<file path="src/rtl/midi_uart_tx_if.sv">
// Byte handshake between the MIDI note sender and the serial transmitter.
// The sender drives the byte and write strobe; the transmitter returns buffer space.
interface midi_uart_tx_if;
   logic [7:0] midi_byte;
   logic       midi_send;
   logic       uart_ready;

   modport master (output midi_byte, output midi_send, input uart_ready);
   modport slave  (input midi_byte, input midi_send, output uart_ready);
endinterface

</file>
<file path="src/rtl/midi_uart_tx.sv">
// 8N1 MIDI serial transmitter with a small byte FIFO.
// Frames queued bytes back-to-back and flags writes that hit a full FIFO.
module midi_uart_tx #(
   parameter int unsigned CLK_HZ = 50_000_000,
   parameter int unsigned BAUD   = 31250,
   parameter int unsigned DEPTH  = 4
) (
   input  logic           clk,
   input  logic           rst,
   midi_uart_tx_if.slave  bus,
   output logic           tx,
   output logic           busy,
   output logic           overflow
);
   localparam int unsigned ClksPerBit = CLK_HZ / BAUD;
   localparam int unsigned CntW       = $clog2(ClksPerBit);
   localparam int unsigned PtrW       = $clog2(DEPTH);
   localparam logic [CntW-1:0] CntMax   = CntW'(ClksPerBit - 1);
   localparam logic [PtrW:0]   Full     = (PtrW + 1)'(DEPTH);
   localparam logic [PtrW:0]   ReadyMax = (PtrW + 1)'(DEPTH - 2);

   typedef enum logic [1:0] {StIdle, StStart, StData, StStop} state_e;

   state_e            state_q, state_d;
   logic [CntW-1:0]   baud_q, baud_d;
   logic [2:0]        bit_q, bit_d;
   logic [7:0]        shift_q, shift_d;
   logic              tx_q, tx_d;
   logic              ovf_q, ovf_d;
   logic [PtrW:0]     count_q, count_d;
   logic [PtrW-1:0]   rd_q, rd_d, wr_q, wr_d;
   logic [7:0]        mem_q [DEPTH];
   logic              push, pop, wrap;

   assign push = bus.midi_send && (count_q != Full);
   assign wrap = (baud_q == CntMax);

   always_comb begin
      state_d = state_q;
      baud_d  = baud_q;
      bit_d   = bit_q;
      shift_d = shift_q;
      tx_d    = tx_q;
      pop     = 1'b0;
      unique case (state_q)
         StIdle: begin
            tx_d = 1'b1;
            if (count_q != '0) begin
               pop     = 1'b1;
               shift_d = mem_q[rd_q];
               baud_d  = '0;
               tx_d    = 1'b0;
               state_d = StStart;
            end
         end
         StStart: begin
            if (wrap) begin
               baud_d  = '0;
               tx_d    = shift_q[0];
               shift_d = shift_q >> 1;
               bit_d   = 3'd0;
               state_d = StData;
            end else begin
               baud_d = baud_q + CntW'(1);
            end
         end
         StData: begin
            if (wrap) begin
               baud_d = '0;
               if (bit_q == 3'd7) begin
                  tx_d    = 1'b1;
                  state_d = StStop;
               end else begin
                  tx_d    = shift_q[0];
                  shift_d = shift_q >> 1;
                  bit_d   = bit_q + 3'd1;
               end
            end else begin
               baud_d = baud_q + CntW'(1);
            end
         end
         StStop: begin
            if (wrap) begin
               baud_d = '0;
               // Next byte starts on the same edge the stop bit ends: no idle gap.
               if (count_q != '0) begin
                  pop     = 1'b1;
                  shift_d = mem_q[rd_q];
                  tx_d    = 1'b0;
                  state_d = StStart;
               end else begin
                  state_d = StIdle;
               end
            end else begin
               baud_d = baud_q + CntW'(1);
            end
         end
         default: state_d = StIdle;
      endcase
   end

   always_comb begin
      wr_d    = push ? wr_q + PtrW'(1) : wr_q;
      rd_d    = pop ? rd_q + PtrW'(1) : rd_q;
      count_d = count_q;
      case ({push, pop})
         2'b10:   count_d = count_q + (PtrW + 1)'(1);
         2'b01:   count_d = count_q - (PtrW + 1)'(1);
         default: count_d = count_q;
      endcase
      ovf_d = ovf_q | (bus.midi_send && (count_q == Full));
   end

   always_ff @(posedge clk) begin
      if (rst) begin
         state_q <= StIdle;
         baud_q  <= '0;
         bit_q   <= 3'd0;
         shift_q <= 8'h00;
         tx_q    <= 1'b1;
         ovf_q   <= 1'b0;
         count_q <= '0;
         rd_q    <= '0;
         wr_q    <= '0;
      end else begin
         state_q <= state_d;
         baud_q  <= baud_d;
         bit_q   <= bit_d;
         shift_q <= shift_d;
         tx_q    <= tx_d;
         ovf_q   <= ovf_d;
         count_q <= count_d;
         rd_q    <= rd_d;
         wr_q    <= wr_d;
      end
   end

   always_ff @(posedge clk) begin
      if (push) mem_q[wr_q] <= bus.midi_byte;
   end

   assign bus.uart_ready = (count_q <= ReadyMax);
   assign tx             = tx_q;
   assign busy           = (state_q != StIdle) || (count_q != '0);
   assign overflow       = ovf_q;
endmodule

</file>
<file path="src/flat_wrapper.sv">
// flat-port wrapper written by rule: the top's interface ports become plain ports
module midi_uart_tx_flat 
#(
   parameter int unsigned CLK_HZ = 50_000_000,
   parameter int unsigned BAUD   = 31250,
   parameter int unsigned DEPTH  = 4
)
  (clk, rst, tx, busy, overflow, bus_midi_byte, bus_midi_send, bus_uart_ready);
  midi_uart_tx_if bus_i ();
  input  logic clk;
  input  logic rst;
  output logic tx;
  output logic busy;
  output logic overflow;
  input wire logic [$bits(bus_i.midi_byte)-1:0] bus_midi_byte;
  input wire logic [$bits(bus_i.midi_send)-1:0] bus_midi_send;
  output wire logic [$bits(bus_i.uart_ready)-1:0] bus_uart_ready;
  assign bus_i.midi_byte = bus_midi_byte;
  assign bus_i.midi_send = bus_midi_send;
  assign bus_uart_ready = bus_i.uart_ready;
  midi_uart_tx #(.CLK_HZ(CLK_HZ), .BAUD(BAUD), .DEPTH(DEPTH)) u_core (.clk(clk), .rst(rst), .bus(bus_i), .tx(tx), .busy(busy), .overflow(overflow));
endmodule
</file>
<file path="config.mk">
export PLATFORM = sky130hd
export DESIGN_NAME = midi_uart_tx_flat
export DESIGN_NICKNAME = d
export VERILOG_FILES = /design/src/rtl/midi_uart_tx_if.sv /design/src/rtl/midi_uart_tx.sv /design/src/flat_wrapper.sv
export SDC_FILE = /design/constraint.sdc
export NUM_CORES = 1
export LEC_CHECK = 0
export ABC_AREA = 1
export CORE_MARGIN = 3
export CORE_UTILIZATION = 47
export CTS_CLUSTER_SIZE = 40
export DETAILED_ROUTE_END_ITERATION = 8
export GPL_TIMING_DRIVEN = 1
export PLACE_DENSITY = 0.7
export SLEW_MARGIN = 20
export SYNTH_ARGS = -nofsm -noshare
export SYNTH_HDL_FRONTEND = slang
export SYNTH_SLANG_ARGS = --single-unit
</file>
<file path="constraint.sdc">
create_clock -name clk -period 2.3 [get_ports clk]
set_input_delay 0.23 -clock clk [delete_from_list [all_inputs] [get_ports clk]]
set_output_delay 0.23 -clock clk [all_outputs]
set_load 0.01 [all_outputs]
</file>
# --- Word level (Yosys, flattened, before mapping) ---
# Memory sizes are Yosys's and may differ from the RTL's. A register that Yosys moved wholly into a read port is not among the register bits.
# Cells that the tools add are included.
# Widths: inputs -> output; s select.
word_totals:
  elab_cells: 82
  mem_bits_rw: 32
  output_inout_bits: 4
  memories: 1
  reg_bits: 33
  rom_bits: 0
  input_bits: 11
  latchBits: 0
classes:
  n_reduce_logical: 13
  n_mux: 35
  mul: 0
  n_lt_le_gt_ge: 1
  n_shift: 0
  eq_ne: 16
  div: 0
  add_sub_neg: 6
  bitwise_logic: 1
mem_list:
  columns: ["name", "depth", "word_bits", "rd", "rd_clocked_by_memory_dff", "write_ports", "line", "source"]
  rows:
  - ["u_core.mem_q", 4, 8, 1, 1, 1, "midi_uart_tx.sv:32", "logic [7:0] mem_q [DEPTH];"]
ops:
  columns: ["op", "count"]
  rows:
  - ["$mux 8", 5]
  - ["$pmux 8 s4", 1]
  - ["$mux 11", 2]
  - ["$pmux 11 s2", 1]
  - ["$mux 2", 7]
  - ["$ne 2x1->1 const B", 6]
  - ["$pmux 3 s2", 2]
  - ["$reduce_and 4->1", 3]
  - ["$add 11x1->11 const B", 1]
  - ["$eq 11x11->1 const B", 1]
  - ["$mux 1", 11]
  - ["$mux 3", 3]
  - ["$pmux 2 s4", 1]
  - ["$add 3x1->3 const B", 2]
  - ["$eq 2x2->1 const B", 3]
  - ["$eq 3x3->1 const B", 2]
  - ["$reduce_bool 2->1", 3]
  - ["$reduce_and 5->1", 1]
  - ["$add 2x1->2 const B", 2]
  - ["$eq 2x1->1 const B", 2]
  - ["$pmux 1 s4", 1]
  - ["$le 3x2->1 const B", 1]
  - ["$ne 3x3->1 const B", 1]
  - ["$reduce_bool 3->1", 1]
  - ["other kinds (8)", 9]

# --- Depth between registers and ports, before layout ---
# Gate-level depths: netlist of the first run.
logic_depth:
  ltp_word: 6
  ltp_mapped: 12
  ltp_nobuf: 12

# --- Worst setup path before layout of the first run ---
# Ideal clock, no wire load.
synth_timing:
  path_kind: "flip-flop to flip-flop"
  startpoint: "register u_core.state_q[0]"
  endpoint: "register u_core.count_q[2]"
  path_slack_ns: 0.029
  path_buffers: 1
  stages_incl_launch_ff: 12
  t_arrival_ns: 2.149
  synth_period_minus_slack_ns: 2.271
  setup_ns: 0.122
  t_required_ns: 2.178
  path_cell_list: "dfxtp_1 > inv_1 > ha_1 > clkbuf_1 > a21oi_1 > ha_1 > inv_1 > fa_1 > a21oi_1 > o21ai_0 > o21ai_0 > a21oi_1"
synth_via:
  elab_chain_cells: 4
  word_cells_on_any_way: 7
  classes_between: "3 x eq/ne; 2 x mux; 2 x reduce/logical"
synth_lines:
  columns: ["item", "line", "source"]
  rows:
  - ["from (decl)", "midi_uart_tx.sv:24", "state_e state_q, state_d;"]
  - ["from (signal assigned)", "midi_uart_tx.sv:116", "state_q <= StIdle;"]
  - ["from (signal assigned)", "midi_uart_tx.sv:126", "state_q <= state_d;"]
  - ["$eq 2x2->1 / $logic_not 2->1 (equally long branches)", "midi_uart_tx.sv:45", "unique case (state_q)"]
  - ["$pmux 1 s2 *", "midi_uart_tx.sv:45", null]
  - ["net u_core.pop", "midi_uart_tx.sv:33", "logic push, pop, wrap;"]
  - ["$eq 2x1->1 / $eq 2x2->1 (equally long branches)", "midi_uart_tx.sv:106", "case ({push, pop})"]
  - ["$pmux 3 s2 / $reduce_bool 2->1 (equally long branches)", null, null]
  - ["to (signal assigned)", "midi_uart_tx.sv:132", "count_q <= count_d;"]
  - ["to (decl)", "midi_uart_tx.sv:30", "logic [PtrW:0] count_q, count_d;"]
# Mark *: on every way through the listed nets, which the timed path passes. The rest lies on a longest branch.
# A chain may end at the register's enable or synchronous reset.

# --- Worst setup path after layout of the first run ---
layout_timing:
  startpoint: "register u_core.count_q[0]"
  endpoint: "register u_core.count_q[2]"
layout_via:
  elab_chain_cells: 6
  word_cells_on_any_way: 12
  classes_between: "2 x add/sub; 3 x eq/ne; 4 x mux; 3 x reduce/logical"
layout_lines:
  columns: ["item", "line", "source"]
  rows:
  - ["$reduce_bool 3->1 *", "midi_uart_tx.sv:48, midi_uart_tx.sv:86", null]
  - ["$mux 1 *", "midi_uart_tx.sv:48, midi_uart_tx.sv:86", null]
  - ["$mux 1", "midi_uart_tx.sv:83", "if (wrap) begin"]
  - ["$pmux 1 s2 *", "midi_uart_tx.sv:45", null]
  - ["net u_core.pop", "midi_uart_tx.sv:33", null]
  - ["$eq 2x1->1 / $eq 2x2->1 (equally long branches)", "midi_uart_tx.sv:106", null]
  - ["$pmux 3 s2 / $reduce_bool 2->1 (equally long branches)", null, null]
# Marks and branches as above.

==> results of run 1 <==
-- worst paths after layout --
kind | from | endpoint | slack, ns
max | u_core.count_q[0] | u_core.count_q[2] | 0.15
min | u_core.overflow | u_core.overflow | 0.45
max reg2reg | u_core.count_q[0] | u_core.count_q[2] | 0.15
min reg2reg | u_core.overflow | u_core.overflow | 0.45
-- critical path, delay by kind of cell, from the launching register on --
family          cells  cell delay, ns
simple gates        3            0.28
compound gates      5            0.54
fa+ha+maj           2            0.55
flops               1            0.44
buf+inv             2            0.24
-- final cells by class --
cell class	count	area (µm²)	area share, %
Tap cell	77	96.3	2.50
Timing Repair Buffer	34	290	7.55
Multi-Input combinational cell	272	1400	36.4
Sequential cell	67	1670	43.3
Clock buffer	9	124	3.22
Inverter	41	154	4.00
Clock inverter	7	116	3.03
-- repair_timing --
| item | CTS | global route |
|---|---|---|
| setup buffers | 1 | 2 |
| pin swaps | 1 | 2 |
| gates resized for setup | 6 | 10 |
| setup endpoints to repair | 1 | 1 |
-- metrics by stage --
stage               util, %  instances  TNS [ns]
detailed placement     54.3        488   -0.0453
global route           59.2        507  -0.00398
finish                 59.2        507         0
floorplan                 -        389         0
CTS                    58.2        505         0
global placement       54.3        488         0
-- power by group --
| group | switching (mW) | leakage [nW] | total [mW] | internal (mW) |
|---|---|---|---|---|
| registers | 0.140 | 0.582 | 1.61 | 1.47 |
| logic | 1.19 | 0.890 | 1.95 | 0.758 |
| clock network | 0.459 | 0.109 | 1.18 | 0.716 |
-- state kept, by name (all words and copies together) (netlist names), named ones only --
name / count
u_core.overflow: 1
u_core.mem_q: 32
u_core.bit_q: 3
u_core.baud_q: 11
u_core.wr_q: 2
u_core.state_q: 2
u_core.tx: 1
u_core.rd_q: 2
u_core.shift_q: 8
u_core.count_q: 3
-- cell usage in the layout, fill, tap and decap left out, drive strengths merged --
master	count
o21a	1
fa	1
inv	40
ha	13
nor2	72
dfxtp	35
nand3b	2
clkinvlp	3
buf	20
a21oi	25
a21boi	1
edfxtp	32
bufinv	3
o22ai	2
nand2	95
clkbuf	9
a21o	1
nand3	21
clkdlybuf4s50	14
or2	5
o21ai	25
xor2	2
clkinv	2
nor3	4
o211ai	1
and2	1
-- layer usage --
metal	vias to the layer above	global-route usage [%]	wire length, µm
met5	-	0	0
met4	0	7.01	90
met3	9	6.33	227
met2	38	30.7	3190
met1	1163	22.7	2930
li1	1322	-	-
-- kinds of logic after synthesis --
logic type      after synthesis  share of synthesized area (%)
simple gates                200                           26.6
flops                        67                           51.8
compound gates               56                           9.13
buf+inv                      50                           6.28
fa+ha+maj                    14                           5.69
xor+xnor                      2                          0.546
==> metrics.cfg, run 1 <==
[global_route]
grt_pass1_wl_um=11100
antenna_found_initial=0
grt_max_degree=21
globalRouteTotalUtil_pct=18.6
grt_pass1_vias=2521
grt-ovfl-total=0

[timing]
finalMaxSlewViolations=0
min_period_over_period_pct=93.5
hold_violations=0
fmax_mhz=465
fin_hold_ws_ns=0.451
finalSetupViolCount=0
fin_worst_skew_ns=0.0106
relSlewSlack_pct=57.8
final.setup.worst_slack_ns=0.150
finalCriticalPeriod_ns=2.15
tightest_slew_ns=0.632

[setup_path]
path_class=register to register
cpPeakStageDelay_ns=0.44
cp-start-kind=register
required_ns=2.53
cp_slowest_cell=dfxtp_1
cp.arrival_ns=2.38
critPathCaptureType=register
path_cells=nor2_4 -> buf_4 -> nand2_1 -> nand2_1 -> a21oi_2 -> ha_1 -> inv_1 -> fa_2 -> a21oi_1 -> o21ai_1 -> o21ai_1 -> a21oi_1
crit_fanout=5
reg2regPathDepth=12

[detailed_routing]
routed_wl_um=6440
first_pass_iters=4
drcViolationCount=0
wire_per_inst_um=12.7
vias_per_cell=4.99
drtIter0Drc=203
ant_nets=0
vias=2532

[final_layout]
antenna_cells=0
fin_area_um2=3850
fillers=565
drive_above_1_share_pct=13.3
nNetsFinal=450
syn2layout_area_growth_pct=19.9

[clock_tree]
root_buffer=clkbuf_8
insertion_delay_ns=0.34
clockBufferDepth=2
cts_tree=built
cts.sinks=67
ctsHoldBuffers=0
htree_levels=3
cts-buffers-inserted=9
clk_pin_slew_ns=0.08

[power_and_ir_drop]
total_power_mw=4.74
power_density_nw_per_um2=1230
irDropWorstVdd_mv=0.556
power.leakage_nw=1.58

[logic_synthesis]
synthTopCellsByArea=edfxtp_1 (30%), dfxtp_1 (22%), nand2_1 (10%)
synth.most_common_cell=nand2_1
synth.largest_area_cell=edfxtp_1
synth_seq_cells=67
ys_seq_area_share_pct=51.8
synth_common_cells=nand2_1 (89), nor2_1 (70), inv_1 (40)
syn_inst=389
syn_area_um2=3210
synth_cell_types=31
syn_avg_cell_area_um2=8.25
synth-edff-count=32
synth_top_cell_area_share_pct=30.0
synth_warnings=0
synth_ff_type=dfxtp_1
syn-num-nets=414
synthArstFlopShare_pct=0

[run_status]
status=finished, final reports clean

[placed_design]
place_congestion=0.840
pre_cts_ws_ns=-0.0453
io_buffers=14
dpl.hpwl_um=4380
place_area_um2=3520

[die]
die_area_um2=7850
fp-row-count=29
die_h_um=88.6
core_um2=6490
die_x_um=88.6
initial_core_util_pct=49.4
ioPinCount=15

[hold_path]
min_path_cells=2
hp-class=register to register

[run]
cap_viol_max_count=0

Note: power is estimated with default switching activity, not from simulation.
==> run 2: changes to the inputs <==
ABC_AREA = default   (was 1)
DONT_BUFFER_PORTS = 1   (was default)
PLACE_DENSITY = 0.67   (was 0.7)
==> run 2 against run 1 <==
Critical path depth down 2. Global-route usage fell by 2.3 points. Synthesized cell count fell by 32%. Total power is 5.4% lower. Area after synthesis fell by 3.0%. Register-to-register slack got worse by 0.05 ns. Worst hold slack worse by 0.42 ns. Largest power group unchanged. Flip-flop and latch count stayed put. Combinational power shrank 7%.
==> metrics.cfg, run 2 <==
[placed_design]
io_buffers=0  ; was 14
dpl.cell_count=337  ; was 488
place_area_um2=3230  ; was 3520 µm²
place_congestion=0.765  ; was 0.840
dpl.hpwl_um=3780  ; was 4380 µm

[logic_synthesis]
synth_top_cell_area_share_pct=30.9  ; was 30.0%
synth_common_cells=dfxtp_1 (35), edfxtp_1 (32), a21oi_1 (22)  ; was nand2_1 (89), nor2_1 (70), inv_1 (40)
synth_warnings=0  ; unchanged
synth_compound_area_share_pct=14.7  ; was 9.13%
syn_inst=266  ; was 389
synthTopCellsByArea=edfxtp_1 (31%), dfxtp_1 (23%), mux4_2 (5.8%)  ; was edfxtp_1 (30%), dfxtp_1 (22%), nand2_1 (10%)
synth.largest_area_cell=edfxtp_1  ; unchanged
synthArstFlopShare_pct=0  ; unchanged
synthAdderAreaFrac_pct=5.87  ; was 5.69%
synth_top_family_by_area=compound AO/OA/AOI/OAI gates  ; was simple AND/OR/NAND/NOR gates
synth_seq_cells=67  ; unchanged
synth.most_common_cell=dfxtp_1  ; was nand2_1
synth_ff_type=dfxtp_1  ; unchanged
synth-edff-count=32  ; unchanged
synth-simple-area-share_pct=12.2  ; was 26.6%
synth_cell_types=45  ; was 31
syn-num-nets=291  ; was 414
syn_area_um2=3110  ; was 3210 µm²
syn_avg_cell_area_um2=11.7  ; was 8.25 µm²
synthXorXnorAreaFrac_pct=0.844  ; was 0.546%
synthMuxAreaShare_pct=9.01  ; was 0%
ys_seq_area_share_pct=53.4  ; was 51.8%

[setup_path]
cp_common_cell=inv_2
r2r-start=u_core.state_q[0]  ; was u_core.count_q[0]
cp-start-kind=register  ; unchanged
cpPeakStageDelay_ns=0.36  ; was 0.44 ns
r2r_slack_ns=0.10  ; was 0.15 ns
path_cells=inv_2 -> ha_1 -> nand2b_4 -> nor2_2 -> ha_2 -> inv_2 -> fa_2 -> xor2_1 -> or3_1 -> a21oi_1  ; was nor2_4 -> buf_4 -> nand2_1 -> nand2_1 -> a21oi_2 -> ha_1 -> inv_1 -> fa_2 -> a21oi_1 -> o21ai_1 -> o21ai_1 -> a21oi_1
cp_slowest_cell=dfxtp_2  ; was dfxtp_1
cp.arrival_ns=2.48  ; was 2.38 ns
required_ns=2.58  ; was 2.53 ns
crit_path_start=u_core.state_q[0]  ; was u_core.count_q[0]
path_class=register to register  ; unchanged
critPathCaptureType=register  ; unchanged
crit_fanout=5  ; unchanged
reg2regPathDepth=10  ; was 12

[timing]
tightest_slew_ns=0.553  ; was 0.632 ns
min_period_over_period_pct=95.5  ; was 93.5%
relSlewSlack_pct=63.1  ; was 57.8%
fin_worst_skew_ns=0.00846  ; was 0.0106 ns
rsz0062_at_grt=yes
finalMaxSlewViolations=0  ; unchanged
tns_ns=0  ; unchanged
hold_violations=0  ; unchanged
finalCriticalPeriod_ns=2.20  ; was 2.15 ns
fmax_mhz=455  ; was 465 MHz
finalSetupViolCount=0  ; unchanged

[clock_tree]
cts_tree=built  ; unchanged
root_buffer=clkbuf_8  ; unchanged
clockBufferDepth=2  ; unchanged
clk_pin_slew_ns=0.08  ; about the same
insertion_delay_ns=0.35  ; was 0.34 ns
cts.sinks=67  ; unchanged
htree_levels=3  ; unchanged
cts-buffers-inserted=9  ; unchanged

[run_status]
status=finished, final reports clean  ; unchanged

[final_layout]
largest_registers=u_core.mem_q: 32 flops, u_core.baud_q: 11 flops, u_core.shift_q: 8 flops  ; unchanged
drive_above_1_share_pct=20.6  ; was 13.3%
nNetsFinal=306  ; was 450
seqCellArea_um2=1670  ; about the same
antenna_cells=0  ; unchanged
fillers=530  ; was 565
fin_util_pct=55.7  ; was 59.2%
top_register=u_core.mem_q  ; unchanged
multiInputGateArea_um2=1350  ; was 1400 µm²
fin_cells=363  ; was 507
layout.cells.most_common_list=edfxtp_1 (32), dfxtp_1 (30), a21oi_1 (22)  ; was nand2_1 (89), nor2_1 (70), inv_1 (40)
largest_register_ffs=32  ; unchanged
fin_area_um2=3560  ; was 3850 µm²
syn2layout_area_growth_pct=14.4  ; was 19.9%
final_common_cell=edfxtp_1  ; was nand2_1

[die]
ioPinCount=15  ; unchanged
die_area_um2=7630  ; was 7850 µm²
die_h_um=87.4  ; was 88.6 µm
initial_core_util_pct=48.7  ; was 49.4%
core_um2=6390  ; was 6490 µm²
die_x_um=87.4  ; was 88.6 µm
fp-row-count=29  ; unchanged

[run]
cap_viol_max_count=0  ; unchanged

[power_and_ir_drop]
p_sw_share_pct=37.6  ; was 37.9%
irDropWorstVdd_mv=0.602  ; was 0.556 mV
p_int_mw=2.80  ; was 2.95 mW
pwr-share-seq_pct=36.7  ; was 34.0%
power_density_nw_per_um2=1260  ; was 1230 nW/µm²
switchingPower_mw=1.69  ; was 1.79 mW
p_clk_share_pct=22.7  ; was 24.8%
pwr-share-comb_pct=40.7  ; was 41.2%
total_power_mw=4.49  ; was 4.74 mW
power.leakage_nw=1.22  ; was 1.58 nW

[detailed_routing]
first_pass_iters=4  ; unchanged
vias=2117  ; was 2,532
ant_nets=0  ; unchanged
vias_per_cell=5.83  ; was 4.99
drtIter0Drc=113  ; was 203
drcViolationCount=0  ; unchanged
wire_per_inst_um=15.7  ; was 12.7 µm
routed_wl_um=5690  ; was 6440 µm

[hold_path]
min_path_cells=2  ; unchanged
hp-class=input port to register  ; was register to register
worstHoldStart=rst  ; was u_core.overflow

[global_route]
grt_pass1_vias=1980  ; was 2,521
grt_max_degree=31  ; was 21
antenna_found_initial=0  ; unchanged
grt-ovfl-total=0  ; unchanged
grt_pass1_wl_um=9530  ; was 11,100 µm
globalRouteTotalUtil_pct=16.3  ; was 18.6%

-- run 2: layout make-up --
class                      count  area share [%]
tap                           77            2.71
clock buffer                   9            3.48
multi-input combinational    170            37.8
timing repair buffer          22            5.56
sequential                    67            46.9
clock inverter                 7            2.32
inverter                      11            1.16
-- run 2: worst paths after layout --
path,end
worst min register to register,u_core.baud_q[9]
worst min-delay path,u_core.state_q[0]
worst max-delay path,u_core.count_q[2]
worst max register to register,u_core.count_q[2]
-- run 2: power by group through the flow --
stage | clock network, mW | logic (mW) | registers [mW]
2_1_floorplan | 0 | 1.50 | 1.60
3_3_place_gp | 0 | 1.73 | 1.67
3_5_place_dp | 0 | 1.77 | 1.67
4_1_cts | 1.03 | 1.81 | 1.65
5_1_grt | 1.08 | 2.05 | 1.68
6_report | 1.02 | 1.82 | 1.64
-- run 2: per-stage QoR --
step,hold WS (ns),setup slack (ns)
6_report,0.0269,0.104
5_1_grt,0.0226,-0.0184
4_1_cts,0.0155,0.0115
3_5_place_dp,0.299,0.0301
3_3_place_gp,0.296,0.0891
2_1_floorplan,0.329,0.0335
-- run 2: kinds of logic after synthesis --
logic type | after synthesis
AND/OR/NAND/NOR | 66
flip-flops | 67
multiplexers | 18
adder cells (fa/ha/maj) | 14
AO/OA/AOI/OAI | 69
buffers and inverters | 29
XOR/XNOR | 3
-- run 2: worst max-delay path, delay by kind of cell, from the launching register on --
kind	cells	cell delay, ns
adders and majority gates	3	0.82
xor gates and xnor gates	1	0.15
and+or+nand+nor	3	0.57
DFF	1	0.36
AOI/OAI and AO/OA	1	0.12
buffers and inverters	2	0.10
-- run 2: repair_timing --
item | in CTS | in global routing
buffers inserted | 0 | 1
setup endpoints to repair | 0 | 1
hold endpoints to repair | 63 | 0
hold buffers | 9 | 0
resized for setup | 0 | 4
-- run 2: routing by layer --
layer	track usage [%]	part of all wire [%]	up-vias	routed length (µm)
met4	6.28	1.6	0	89
met3	5.39	4.7	10	265
met1	20.8	47	1016	2660
li1	-	-	1046	-
met5	0	0	-	0
met2	25.7	47	45	2680
